===== src/rtl/fifo_wr_ctrl_if.sv =====
// fifo_wr_ctrl_if
//   Write-side bundle between the FIFO write client and fifo_wr_ctrl.
//   master : write client (drives w_inc, clr_ovf, and the synchronized
//            read pointer r_ptr_sync)
//   slave  : fifo_wr_ctrl (drives w_en, w_addr, w_ptr, full, almost_full,
//            w_level, overflow)
interface fifo_wr_ctrl_if #(
    parameter int ADDR_WIDTH = 4
);
    logic                  w_inc;
    logic [ADDR_WIDTH:0]   r_ptr_sync;
    logic                  clr_ovf;
    logic                  w_en;
    logic [ADDR_WIDTH-1:0] w_addr;
    logic [ADDR_WIDTH:0]   w_ptr;
    logic                  full;
    logic                  almost_full;
    logic [ADDR_WIDTH:0]   w_level;
    logic                  overflow;

    modport master (
        output w_inc, r_ptr_sync, clr_ovf,
        input  w_en, w_addr, w_ptr, full, almost_full, w_level, overflow
    );

    modport slave (
        input  w_inc, r_ptr_sync, clr_ovf,
        output w_en, w_addr, w_ptr, full, almost_full, w_level, overflow
    );
endinterface


===== src/rtl/fifo_wr_ctrl.sv =====
// fifo_wr_ctrl
//   Write-domain pointer and flag controller for an asynchronous FIFO.
//   Accepts write requests, produces the memory write address/enable, keeps
//   the Gray write pointer for the read-domain synchronizer, and derives
//   full / almost_full / fill level / sticky overflow from the synchronized
//   Gray read pointer.
//
// Ports
//   clk          write-domain clock
//   rst          asynchronous, active-low reset
//   bus (slave)  w_inc, r_ptr_sync, clr_ovf in;
//                w_en (comb), w_addr, w_ptr, full, almost_full, w_level,
//                overflow out
module fifo_wr_ctrl #(
    parameter int ADDR_WIDTH = 4,
    parameter int AF_THRESH  = 12
) (
    input  logic          clk,
    input  logic          rst,
    fifo_wr_ctrl_if.slave bus
);
    localparam int PW = ADDR_WIDTH + 1;
    localparam logic [PW-1:0] AF_LVL = PW'(AF_THRESH);

    logic [PW-1:0] wbin;
    logic [PW-1:0] w_gray;
    logic          full_q;
    logic          af_q;
    logic [PW-1:0] level_q;
    logic          ovf_q;

    logic          accept;
    logic [PW-1:0] wbin_next;
    logic [PW-1:0] w_gray_next;
    logic [PW-1:0] rbin;
    logic [PW-1:0] level_next;
    logic          full_next;
    logic          af_next;
    logic          ovf_next;

    always_comb begin
        accept      = bus.w_inc & ~full_q;
        wbin_next   = wbin + PW'(accept);
        w_gray_next = wbin_next ^ (wbin_next >> 1);

        // Gray-to-binary: each bit is the XOR of all Gray bits at or above it.
        rbin = bus.r_ptr_sync;
        for (int unsigned i = 2; i <= PW; i++) begin
            rbin[PW-i] = rbin[PW-i+1] ^ bus.r_ptr_sync[PW-i];
        end

        level_next = wbin_next - rbin;
        // In Gray space "one full lap ahead" means the two MSBs differ and the
        // rest match; equivalent to level_next == DEPTH.
        full_next  = (w_gray_next == {~bus.r_ptr_sync[ADDR_WIDTH:ADDR_WIDTH-1],
                                      bus.r_ptr_sync[ADDR_WIDTH-2:0]});
        af_next    = (level_next >= AF_LVL);
        // A new overflow event takes priority over a simultaneous clear.
        ovf_next   = (bus.w_inc & full_q) | (ovf_q & ~bus.clr_ovf);
    end

    always_ff @(posedge clk or negedge rst) begin
        if (!rst) begin
            wbin    <= '0;
            w_gray  <= '0;
            full_q  <= 1'b0;
            af_q    <= 1'b0;
            level_q <= '0;
            ovf_q   <= 1'b0;
        end else begin
            wbin    <= wbin_next;
            w_gray  <= w_gray_next;
            full_q  <= full_next;
            af_q    <= af_next;
            level_q <= level_next;
            ovf_q   <= ovf_next;
        end
    end

    assign bus.w_en        = accept;
    assign bus.w_addr      = wbin[ADDR_WIDTH-1:0];
    assign bus.w_ptr       = w_gray;
    assign bus.full        = full_q;
    assign bus.almost_full = af_q;
    assign bus.w_level     = level_q;
    assign bus.overflow    = ovf_q;
endmodule


===== src/flat_wrapper.sv =====
// flat-port wrapper written by rule: the top's interface ports become plain ports
module fifo_wr_ctrl_flat 
#(
    parameter int ADDR_WIDTH = 4,
    parameter int AF_THRESH  = 12
)
  (clk, rst, bus_w_inc, bus_r_ptr_sync, bus_clr_ovf, bus_w_en, bus_w_addr, bus_w_ptr, bus_full, bus_almost_full, bus_w_level, bus_overflow);
  fifo_wr_ctrl_if #(.ADDR_WIDTH(ADDR_WIDTH)) bus_i ();
  input  logic clk;
  input  logic rst;
  input wire logic [$bits(bus_i.w_inc)-1:0] bus_w_inc;
  input wire logic [$bits(bus_i.r_ptr_sync)-1:0] bus_r_ptr_sync;
  input wire logic [$bits(bus_i.clr_ovf)-1:0] bus_clr_ovf;
  output wire logic [$bits(bus_i.w_en)-1:0] bus_w_en;
  output wire logic [$bits(bus_i.w_addr)-1:0] bus_w_addr;
  output wire logic [$bits(bus_i.w_ptr)-1:0] bus_w_ptr;
  output wire logic [$bits(bus_i.full)-1:0] bus_full;
  output wire logic [$bits(bus_i.almost_full)-1:0] bus_almost_full;
  output wire logic [$bits(bus_i.w_level)-1:0] bus_w_level;
  output wire logic [$bits(bus_i.overflow)-1:0] bus_overflow;
  assign bus_i.w_inc = bus_w_inc;
  assign bus_i.r_ptr_sync = bus_r_ptr_sync;
  assign bus_i.clr_ovf = bus_clr_ovf;
  assign bus_w_en = bus_i.w_en;
  assign bus_w_addr = bus_i.w_addr;
  assign bus_w_ptr = bus_i.w_ptr;
  assign bus_full = bus_i.full;
  assign bus_almost_full = bus_i.almost_full;
  assign bus_w_level = bus_i.w_level;
  assign bus_overflow = bus_i.overflow;
  fifo_wr_ctrl #(.ADDR_WIDTH(ADDR_WIDTH), .AF_THRESH(AF_THRESH)) u_core (.clk(clk), .rst(rst), .bus(bus_i));
endmodule

===== config.mk =====
export PLATFORM = sky130hd
export DESIGN_NAME = fifo_wr_ctrl_flat
export DESIGN_NICKNAME = d
export VERILOG_FILES = /design/src/rtl/fifo_wr_ctrl_if.sv /design/src/rtl/fifo_wr_ctrl.sv /design/src/flat_wrapper.sv
export SDC_FILE = /design/constraint.sdc
export NUM_CORES = 1
export LEC_CHECK = 0
export ABC_CLOCK_PERIOD_IN_PS = 5010
export BUFFER_PORTS_ARGS = -buffer_cell sky130_fd_sc_hd__buf_2
export CAP_MARGIN = 20
export CORE_MARGIN = 3
export CORE_UTILIZATION = 54
export DETAILED_ROUTE_END_ITERATION = 16
export PLACE_DENSITY = 0.88
export SLEW_MARGIN = 10
export SYNTH_ARGS = -nofsm -noshare
export SYNTH_HDL_FRONTEND = slang
export SYNTH_SLANG_ARGS = --single-unit

===== constraint.sdc =====
create_clock -name clk -period 5.01 [get_ports clk]
set_input_delay 1.002 -clock clk [delete_from_list [all_inputs] [get_ports clk]]
set_output_delay 1.002 -clock clk [all_outputs]
set_load 0.02 [all_outputs]

# Word-level counts from Yosys, hierarchy flattened
# Cells that the tools add are included.
[op_classes] add_sub_neg=2 n_lt_le_gt_ge=1 eq_ne=1 bitwise_logic=12
[ops] cell="adder 5 x 1 -> 5 bit" count=1
[ops] cell="== test 5 bit" count=1
[ops] cell=">= comparator 5 x 4 -> 1 bit, second input constant" count=1
[ops] cell="subtractor 5 bit" count=1
[ops] cell="XOR 5 x 4 -> 5 bit" count=1
[ops] cell="XOR 1 bit" count=4
[ops] cell="bitwise AND 1 bit" count=3
[ops] cell="inverter 1 bit" count=2
[ops] cell="inverter 2 bit" count=1
[ops] cell="OR 1 bit" count=1
[totals] reg_bits=18 in_bits=9

# Longest topological paths before layout
[depth] ltp_word=6 depth_mapped=10 depth_no_buf=10

# Worst setup path after synthesis
# No wires, ideal clock.
[synth_path] kind="in2reg" start="input bus_w_inc" end="register u_core.af_q (netlist: u_core.bus.almost_full)" setup_time_ns=0.138 arrival_time_ns=3.369 required_ns=4.872 slack_ns=1.503 cell_stages=9 path_cell_list="nor2b_1 -> ha_1 -> ha_1 -> xor2_2 -> ha_1 -> nor2b_1 -> o21ai_1 -> a21oi_1 -> or4b_1"
[synth_via] elab_chain_cells=4
[synth_lines] item="start, declared" line="flat_wrapper.sv:11" rtl="input wire logic [$bits(bus_i.w_inc)-1:0] bus_w_inc;"
[synth_lines] item="bitwise AND 1 bit" line="fifo_wr_ctrl.sv:42" rtl="accept = bus.w_inc & ~full_q;"
[synth_lines] item="adder 5 x 1 -> 5 bit" line="fifo_wr_ctrl.sv:43" rtl="wbin_next = wbin + PW'(accept);"
[synth_lines] item="named net u_core.wbin_next[2]" line="fifo_wr_ctrl.sv:33" rtl="logic [PW-1:0] wbin_next;"
[synth_lines] item="subtractor 5 bit" line="fifo_wr_ctrl.sv:52" rtl="level_next = wbin_next - rbin;"
[synth_lines] item=">= comparator 5 x 4 -> 1 bit" line="fifo_wr_ctrl.sv:57" rtl="af_next = (level_next >= AF_LVL);"
[synth_lines] item="named net u_core.af_next" line="fifo_wr_ctrl.sv:38" rtl="logic af_next;"
[synth_lines] item="end signal, assigned" line="fifo_wr_ctrl.sv:74" rtl="af_q <= af_next;"
[synth_lines] item="end, declared" line="fifo_wr_ctrl.sv:28" rtl="logic af_q;"
# The timed path passes the listed nets, and every way through them passes these cells.

# Final worst setup path
[layout_path] start="input bus_r_ptr_sync[4]" end="register u_core.af_q (netlist: u_core.bus.almost_full)"
[layout_via] elab_chain_cells=6
[layout_lines] item="start, declared" line="flat_wrapper.sv:12" rtl="input wire logic [$bits(bus_i.r_ptr_sync)-1:0] bus_r_ptr_sync;"
[layout_lines] item="XOR 1 bit (4 in a row)" line="fifo_wr_ctrl.sv:49" rtl="rbin[PW-i] = rbin[PW-i+1] ^ bus.r_ptr_sync[PW-i];"
[layout_lines] item="subtractor 5 bit (*)" line="fifo_wr_ctrl.sv:52"
[layout_lines] item=">= comparator 5 x 4 -> 1 bit (*)" line="fifo_wr_ctrl.sv:57"
[layout_lines] item="named net u_core.af_next" line="fifo_wr_ctrl.sv:38"
# The timed path passes the listed nets; every way through them passes the cells marked *.

==> results.py <==
metrics = {
    "run_status": {
        "status": "complete, no violations",
    },
    "timing": {
        "min_period_over_period_pct": 70.1,
        "tightestPinTransition_ns": 0.366,
        "clock.fmax_mhz": 285,
        "slew_violations": 0,
        "hold_violations": 0,
        "setup_violations": 0,
        "whs_ns": 0.505,
        "rsz0062_at_grt": "false",
        "skew_ns": 0.00621,
        "relSlewSlack_pct": 75.6,
        "finalSetupTns_ns": 0,
        "min_period_ns": 3.51,
    },
    "cts": {
        "cts-root-buf": "clkbuf_4",
        "postCtsResizedCells": 0,
        "clk_pin_slew_ns": 0.10,
        "hold_buffers": 0,
        "numCtsBuffers": 3,
        "cts.sinks": 17,
        "post_cts_buffers": 0,
        "cts_buffer_depth": 2,
        "insertion_delay_ns": 0.29,
        "cts_tree": "yes",
        "cts_max_level": 1,
    },
    "global_route": {
        "grt_pass1_wl_um": 2780,
        "grt_max_degree": 18,
        "first_global_vias": 612,
        "antenna_found_initial": 0,
        "grt-ovfl-total": 0,
        "grt_usage_pct": 17.8,
    },
    "power": {
        "switchingPower_w": 0.000430,
        "switching_share_pct": 46.2,
        "p_int_w": 0.000501,
        "powerDensity_nw_per_um2": 828,
        "p_leak_nw": 0.557,
        "pwr-share-clk_pct": 7.7,
        "seq_power_share_pct": 27.6,
        "power_frac_comb_pct": 64.7,
        "ir_drop_mv": 0.439,
    },
    "floorplan": {
        "die_w_um": 48.0,
        "start_util_pct": 60.5,
        "io-pin-count": 27,
        "die_height_um": 48.0,
        "rows": 14,
        "fp.coreArea_um2": 1580,
        "dieArea_um2": 2310,
    },
    "synthesis": {
        "synth.area.top_cells": "dfrtp_1 (45%), xnor2_1 (11%), ha_1 (7.9%)",
        "ys_ff_latch": 17,
        "ys_types": 28,
        "yosys-mux-area-fraction_pct": 1.05,
        "synthesis.area_um2": 953,
        "ys_seq_area_share_pct": 44.6,
        "synth_top_family_by_area": "XOR/XNOR gates",
        "syn_inst": 82,
        "synth_compound_area_share_pct": 7.09,
        "synth-simple-area-share_pct": 9.84,
        "synthXorXnorAreaFrac_pct": 23.4,
        "synth_warnings": 0,
        "synth_top_area_share_pct": 44.6,
        "synth_fp_nets": 98,
        "synth_adder_area_share_pct": 9.97,
        "yosys.area.top_type": "dfrtp_1",
        "avgSynthCellArea_um2": 11.6,
    },
    "setup_path": {
        "r2r-end": "u_core.bus.almost_full",
        "critical_path_buf_inv_count": 1,
        "crit_family": "XOR/XNOR gates",
        "max_stage_delay_ns": 0.50,
        "criticalPathCategory": "in2reg",
        "reg2reg_from": "u_core.bus.full",
        "cp.arrival_ns": 3.68,
        "crit_chain": "buf_2, xnor2_1, xor2_1, xor2_1, xnor2_1, ha_1, fa_1, nor2b_1, o21ai_1, and3_1, or4b_1",
        "critPathMaxFanout": 5,
        "critPathRequiredTime_ns": 5.18,
        "crit_path_top_delay_cell": "fa_1",
        "startpoint_type": "input port",
        "reg2reg_depth": 9,
        "rrSetupSlack_ns": 2.20,
        "crit_path_end_kind": "flop",
    },
    "route": {
        "routed-via-count": 685,
        "routed_wl_um": 1680,
        "wl_per_cell_um": 13.2,
        "drtIter0Drc": 5,
        "drc": 0,
        "viasPerCell": 5.39,
        "drtAntennaViolNets": 0,
        "drt_first_pass_iters": 3,
    },
    "cells_and_area": {
        "syn_to_final_growth_pct": 18.0,
        "layoutNonFillerInstCount": 127,
        "finish.utilization_pct": 71.3,
        "diodes": 0,
        "layout-drive-gt1-share_pct": 32.4,
        "final_nets": 128,
    },
    "placed_design": {
        "portBuffers": 26,
        "place_hpwl_um": 1400,
        "routabilityCongestion": 0.738,
        "post-place-cells": 123,
    },
    "job": {
        "cap_violations": 0,
    },
    "min_path": {
        "min_path_type": "reg2reg",
        "hold_end": "u_core.bus.overflow",
        "min_path_cells": 2,
        "holdCritStartpoint": "u_core.bus.full",
    },
}
cell type report:
cell class,count,area (µm²)
Clock buffer,4,26.3
Fill cell,120,452
Inverter,9,33.8
Multi-Input combinational cell,55,489
Sequential cell,17,425
Tap cell,16,20.0
Timing Repair Buffer,26,130
power groups by stage:
stage               Sequential (W)   Clock, W  Combinational, W
detailed placement        0.000262          0          0.000607
global placement          0.000258          0          0.000585
finish                    0.000257  0.0000720          0.000602
CTS                       0.000258  0.0000730          0.000608
global route              0.000268  0.0000807          0.000673
floorplan                 0.000341          0          0.000383
logic make-up after synthesis:
group,Yosys count
buffers and inverters,10
flip-flops,17
multiplexers,1
adder cells (fa/ha/maj),7
XOR/XNOR,22
AND/OR/NAND/NOR,16
AO/OA/AOI/OAI,9
cell usage in the layout, fill, tap and decap left out, types with 3 or more instances in the layout:
master,instances
dfrtp_1,17
buf_2,26
clkbuf_4,3
xnor2_1,12
inv_1,9
xor2_1,6
nand3_1,4
nand2_1,3
ha_1,6
worst reg2reg max path, delay by kind of cell (launching register included):
kind | cells | cell delay (ns)
flip-flops | 1 | 0.39
XOR/XNOR | 1 | 0.27
adder cells (fa/ha/maj) | 3 | 0.95
AND/OR/NAND/NOR | 3 | 0.84
AO/OA/AOI/OAI | 2 | 0.25
worst max path at each step:
stage / cells after the start / slack [ns] / from / to
floorplan: 9 / 1.50 / bus_w_inc / u_core.bus.almost_full
global placement: 11 / 1.33 / bus_r_ptr_sync[4] / u_core.bus.almost_full
detailed placement: 11 / 1.17 / bus_r_ptr_sync[4] / u_core.bus.almost_full
CTS: 11 / 1.47 / bus_r_ptr_sync[4] / u_core.bus.almost_full
global route: 11 / 1.28 / bus_r_ptr_sync[4] / u_core.bus.almost_full
finish: 11 / 1.50 / bus_r_ptr_sync[4] / u_core.bus.almost_full
Yosys cell counts, drive strengths merged:
| cell | instances |
|---|---|
| a31oi | 1 |
| a21o | 1 |
| a21bo | 1 |
| nand3 | 4 |
| fa | 1 |
| buf | 1 |
| nor2b | 2 |
| nand4 | 1 |
| a21oi | 2 |
| and3 | 1 |
| nand4b | 1 |
| xnor2 | 14 |
| nand2 | 3 |
| nor4 | 1 |
| or4b | 1 |
| a2111oi | 1 |
| inv | 9 |
| mux2i | 1 |
| dfrtp | 17 |
| xor2 | 8 |
| or3 | 1 |
| o2bb2ai | 1 |
| or2 | 1 |
| ha | 6 |
| o21ai | 2 |
per-layer routing:
metal | routed length (µm) | share of wire [%] | GRT usage [%] | vias to the layer above
met2 | 883 | 53 | 29.8 | 15
met4 | 34 | 2.0 | 8.06 | 0
li1 | - | - | - | 334
met1 | 684 | 41 | 21.4 | 332
met5 | 0 | 0 | 0 | -
met3 | 72 | 4.3 | 4.51 | 4
per-stage QoR:
stage          setup WS (ns)  instance area [µm²]  power, W
5_1_grt                 1.28                 1120   0.00102
2_1_floorplan           1.50                  953  0.000724
4_1_cts                 1.47                 1120  0.000939
3_5_place_dp            1.17                 1100  0.000869
6_report                1.50                 1120  0.000931
3_3_place_gp            1.33                 1100  0.000844
state kept, by name, summed over array words and instances, names as in the netlist:
name and flops:
u_core.bus.w_level 5, u_core.bus.w_ptr 5, u_core.wbin 4, u_core.bus.almost_full 1, u_core.bus.full 1, u_core.bus.overflow 1
(Power assumes the default switching activity.)
